[config.mk]
export PLATFORM = sky130hd
export DESIGN_NAME = dmem_arbiter
export DESIGN_NICKNAME = d
export VERILOG_FILES = /design/src/rtl/dmem_arbiter.sv
export SDC_FILE = /design/constraint.sdc
export NUM_CORES = 1
export LEC_CHECK = 0
export ABC_AREA = 0
export ABC_CLOCK_PERIOD_IN_PS = 2000
export CAP_MARGIN = 30
export CORE_MARGIN = 5
export CORE_UTILIZATION = 25
export DETAILED_ROUTE_END_ITERATION = 12
export SYNTH_ARGS = -nofsm -noshare
export SYNTH_HDL_FRONTEND = slang
export SYNTH_SLANG_ARGS = --single-unit
[constraint.sdc]
create_clock -name clock -period 2 [get_ports clock]
set_input_delay 0.4 -clock clock [delete_from_list [all_inputs] [get_ports clock]]
set_output_delay 0.4 -clock clock [all_outputs]
set_load 0.01 [all_outputs]
[src/rtl/dmem_arbiter.sv]
// dmem_arbiter: shares the single-port data memory between the CPU data
// port (fixed priority) and a host/debug port with starvation relief.
module dmem_arbiter #(
  parameter int MAX_WAIT = 4,
  parameter int WAIT_W   = 4
) (
  input  logic        clock,
  input  logic        reset,
  input  logic        cpu_en,
  input  logic        cpu_we,
  input  logic [7:0]  cpu_addr,
  input  logic [15:0] cpu_wdata,
  output logic [15:0] cpu_rdata,
  output logic        cpu_stall,
  input  logic        host_req,
  input  logic        host_we,
  input  logic [7:0]  host_addr,
  input  logic [15:0] host_wdata,
  output logic        host_ack,
  output logic [15:0] host_rdata,
  output logic [7:0]  mem_addr,
  output logic        mem_we,
  output logic [15:0] mem_wdata,
  input  logic [15:0] mem_rdata,
  output logic [15:0] host_grants
);

  typedef enum logic {
    IDLE = 1'b0,
    RESP = 1'b1
  } state_t;

  localparam logic [WAIT_W-1:0] MAX_W = WAIT_W'(MAX_WAIT);
  localparam logic [WAIT_W-1:0] ONE_W = WAIT_W'(1);

  state_t            state_q, state_d;
  logic [WAIT_W-1:0] wait_cnt_q, wait_cnt_d;
  logic [15:0]       host_rdata_q, host_rdata_d;
  logic [15:0]       host_grants_q, host_grants_d;
  logic              grant;
  logic              in_resp;

  assign in_resp = (state_q == RESP);

  always_comb begin
    grant = 1'b0;
    if (state_q == IDLE) begin
      grant = host_req && (!cpu_en || (wait_cnt_q == MAX_W));
    end
  end

  // Memory port mux; reset gates the write strobe and stall.
  always_comb begin
    mem_addr  = cpu_addr;
    mem_we    = cpu_we & cpu_en;
    mem_wdata = cpu_wdata;
    cpu_stall = 1'b0;
    if (grant) begin
      mem_addr  = host_addr;
      mem_we    = host_we;
      mem_wdata = host_wdata;
      cpu_stall = cpu_en;
    end
    if (reset) begin
      mem_we    = 1'b0;
      cpu_stall = 1'b0;
    end
  end

  always_comb begin
    state_d       = state_q;
    wait_cnt_d    = wait_cnt_q;
    host_rdata_d  = host_rdata_q;
    host_grants_d = host_grants_q;
    unique case (state_q)
      IDLE: begin
        if (grant) begin
          state_d    = RESP;
          wait_cnt_d = '0;
        end else if (host_req) begin
          if (wait_cnt_q != MAX_W) begin
            wait_cnt_d = wait_cnt_q + ONE_W;
          end
        end else begin
          wait_cnt_d = '0;
        end
      end
      RESP: begin
        state_d       = IDLE;
        host_rdata_d  = mem_rdata;
        host_grants_d = host_grants_q + 16'd1;
      end
      default: state_d = IDLE;
    endcase
  end

  always_ff @(posedge clock or posedge reset) begin
    if (reset) begin
      state_q       <= IDLE;
      wait_cnt_q    <= '0;
      host_rdata_q  <= '0;
      host_grants_q <= '0;
    end else begin
      state_q       <= state_d;
      wait_cnt_q    <= wait_cnt_d;
      host_rdata_q  <= host_rdata_d;
      host_grants_q <= host_grants_d;
    end
  end

  // Read data is live during the ack cycle, then held.
  assign host_ack    = in_resp;
  assign host_rdata  = in_resp ? mem_rdata : host_rdata_q;
  assign host_grants = host_grants_q;
  assign cpu_rdata   = mem_rdata;

endmodule

==> reports/results.tsv <==
stage	metric	value	unit
global_route	groute.layer.met2.usage	21.3	%
global_route	use_met3	7.57	%
global_route	grt-busiest-layer	met2	
setup_path	cp-start-kind	flop	
setup_path	crit_cells	8	
setup_path	crit_fanout	7	
route	first_iter_violations	30	
cells_and_area	syn2layout_area_growth	86.0	%
global_route	grt_usage	12.4	%
power_and_ir_drop	clkPwrFrac	20.9	%
yosys	synth-seq-cells	37	
route	drc	0	
global_route	antenna_found_initial	0	
power_and_ir_drop	fin_total_pwr	2.37	mW
clock_network	path_clk_slew	0.07	ns
power_and_ir_drop	p_leak	1.63	nW
sta	fin_ws	-0.299	ns
yosys	yosys.area_share.xor_xnor	6.66	%
global_route	grt_pass1_wl	9800	um
yosys	synth_area_per_cell	12.3	um2
setup_path	critPathSlowestCell	dfrtp_1	
yosys	synth_top_family_by_area	multiplexers	
sta	max_freq	435	MHz
clock_network	cts_hold_buf	0	
clock_network	cts_max_level	2	
yosys	synth_fp_nets	233	
placement	gp_congestion	0.716	
setup_path	cp.arrival	1.90	ns
global_route	grt_pass1_vias	2037	
route	viasPerCell	4.37	
setup_path	critPathBufInv	4	
sta	hold_viol	0	
floorplan	core-area	7730	um2
yosys	ys_types	24	
clock_network	cts_buffers	5	
clock_network	numClockSinks	37	
floorplan	placementRows	32	
yosys	synth_cells	160	
run	drv_cap	0	
clock_network	clockRootBuffer	clkbuf_8	
setup_path	critPathCaptureType	output pin	
clock_network	cts_tree	done	
placement	dp_hpwl	4710	um
placement	io_buffers	144	
status	status	complete, but fails checks	
setup_path	cp_data_required_time	1.60	ns
setup_path	timing_worst_setup_path_type	flop to output pin	
route	first_pass_iters	2	
setup_path	cpLargestDelayFamily	buffers and inverters	
yosys	synth-compound-area-share	3.04	%
setup_path	rr_worst_depth	9	
sta	slew_headroom	69.0	%
sta	rsz0062_at_grt	true	
yosys	yosys.area_share.simple	8.75	%
placement	dp_slack	-0.602	ns
sta	min_period_over_period	115	%
route	drt_wl_total	6050	um
route	vias	1810	
power_and_ir_drop	seqPwrFrac	40.2	%
worst_hold_path	hold_path_class	flop to flop	
setup_path	crit_chain	inv_2 > ha_4 > nand3b_4 > a21oi_4 > buf_6 > buf_6 > mux2_4 > buf_6	
floorplan	die_w	98.8	um
yosys	ys_warn_count	0	
setup_path	slowest_delay	0.39	ns
power_and_ir_drop	pwr_density_cell	646	nW/um2
power_and_ir_drop	p_int	1.68	mW
power_and_ir_drop	combPwrFrac	38.9	%
status	violations	negative setup slack	
sta	skew	0.00222	ns
cells_and_area	drive_gt1_share	38.1	%
yosys	synthesis.area	1970	um2
floorplan	initial_core_util	25.5	%
yosys	synth_mux_area_share	24.0	%
power_and_ir_drop	vdd_drop_max	0.219	mV
sta	post-route-min-period	2.30	ns
cells_and_area	layout.filler_cells	725	
yosys	yosysSeqAreaShare	46.9	%
sta	slew_viol_final	0	
cells_and_area	layout.nets	384	
route	drt-wirelength-per-cell	14.6	um
setup_path	path_common_cell	buf_6	
clock_network	clkLatencyLatePin	0.28	ns
global_route	use_met1	13.3	%
global_route	grt_max_degree	38	
sta	setup_viol	26	
power_and_ir_drop	sw_frac_of_total	29.1	%
clock_network	clock_tree.buffer_depth	2	
yosys	synth_fa_ha_area_share	1.90	%
global_route	grt_overflow	0	
floorplan	dieArea	9770	um2
sta	tightest_slew	0.464	ns
cells_and_area	antennaDiodeCount	0	
floorplan	dieHeight	98.8	um
route	postRouteAntennaNets	0	
floorplan	num_io_pins	145	
cells_and_area	final_common_cell	clkdlybuf4s50_1	
cells_and_area	final_cell_mix	101 x clkdlybuf4s50_1, 36 x dfrtp_1, 31 x mux2_2, 25 x buf_6, 17 x buf_2	
power_and_ir_drop	power_switching	0.691	mW
worst_hold_path	hold_path_depth	1	
cells_and_area	fin_util	47.5	%
[power groups by stage]
stage	combinational, mW	clock (mW)	sequential [mW]
2_1_floorplan	0.353	0	0.980
3_3_place_gp	0.921	0	0.965
3_5_place_dp	0.925	0	0.968
4_1_cts	0.937	0.520	0.956
5_1_grt	0.998	0.554	0.973
6_report	0.922	0.496	0.953
[worst register-to-register path: cells and delay by family, from the launching register on]
family	cells	cell delay, ns
buf+inv	4	0.46
flops	1	0.39
simple gates	2	0.36
compound gates	2	0.30
fa+ha+maj	1	0.15
[stage by stage]
step                      hold WS (ns)  cells  setup TNS [ns]  area (um2)
after CTS                        0.479    413           -6.31        3690
after global routing             0.482    414           -8.90        3670
final                            0.472    414           -6.38        3670
after floorplan                  0.444    160               0        1970
after detailed placement         0.469    396          -14.88        3490
after global placement           0.459    396          -14.39        3490
[final timing paths]
path,start,endpoint,slack (ns)
min in group asynchronous,reset,host_ack,0.59
max in group asynchronous,reset,host_grants[15],1.07
max,wait_cnt_q[0],mem_wdata[0],-0.30
min reg2reg,host_grants[15],host_grants[15],0.47
max reg2reg,wait_cnt_q[0],wait_cnt_q[3],0.22
min,host_grants[15],host_grants[15],0.47
[cells by family (layout without fill, tap and decap cells)]
| logic type | after synthesis | count (layout) |
|---|---|---|
| mux | 42 | 42 |
| flops | 37 | 37 |
| simple gates | 30 | 30 |
| buf+inv | 25 | 177 |
| xor+xnor | 15 | 15 |
| compound gates | 8 | 8 |
| fa+ha+maj | 3 | 3 |
[registers in the layout (all words and copies together), names as in the netlist]
name          flops
host_grants      16
host_rdata_q     16
wait_cnt_q        4
host_ack          1
[per-layer routing]
metal	vias to the layer above	share of wire [%]
met3	9	14
met4	0	1.0
met1	846	38
li1	847	-
met2	108	47
met5	-	0
[cells in the mapped netlist]
cell	instances	area, um2
a21oi_1	2	10.0
a21oi_4	1	16.3
a31oi_1	2	12.5
a41oi_1	1	8.76
and3_1	4	25.0
and4_1	3	26.3
buf_2	3	15.0
buf_4	16	120
buf_6	2	22.5
dfrtp_1	37	926
ha_1	3	37.5
inv_1	4	15.0
mux2_2	42	473
nand2_1	8	30.0
nand2b_1	1	6.26
nand2b_4	1	13.8
nand3_1	6	30.0
nand3b_2	1	11.3
nand4_1	3	18.8
nor2_1	3	11.3
o211ai_1	1	7.51
o21ai_0	1	5.00
xnor2_1	10	87.6
xor2_1	5	43.8
[repair_timing]
action / CTS / global route
pin swaps: 2 / 3
gates resized for setup: 204 / 12
buffers inserted: 8 / 4
gates cloned: 2 / 0
setup endpoints to repair: 42 / 34
[cell type report]
class / instances / area [um2] / share of cell area (%)
Clock buffer: 6 / 72.6 / 1.98
Clock inverter: 2 / 10.0 / 0.273
Inverter: 4 / 15.0 / 0.409
Multi-Input combinational cell: 98 / 937 / 25.5
Sequential cell: 37 / 927 / 25.3
Tap cell: 102 / 128 / 3.48
Timing Repair Buffer: 165 / 1580 / 43.1
Note: power is estimated with default switching activity, not from simulation.
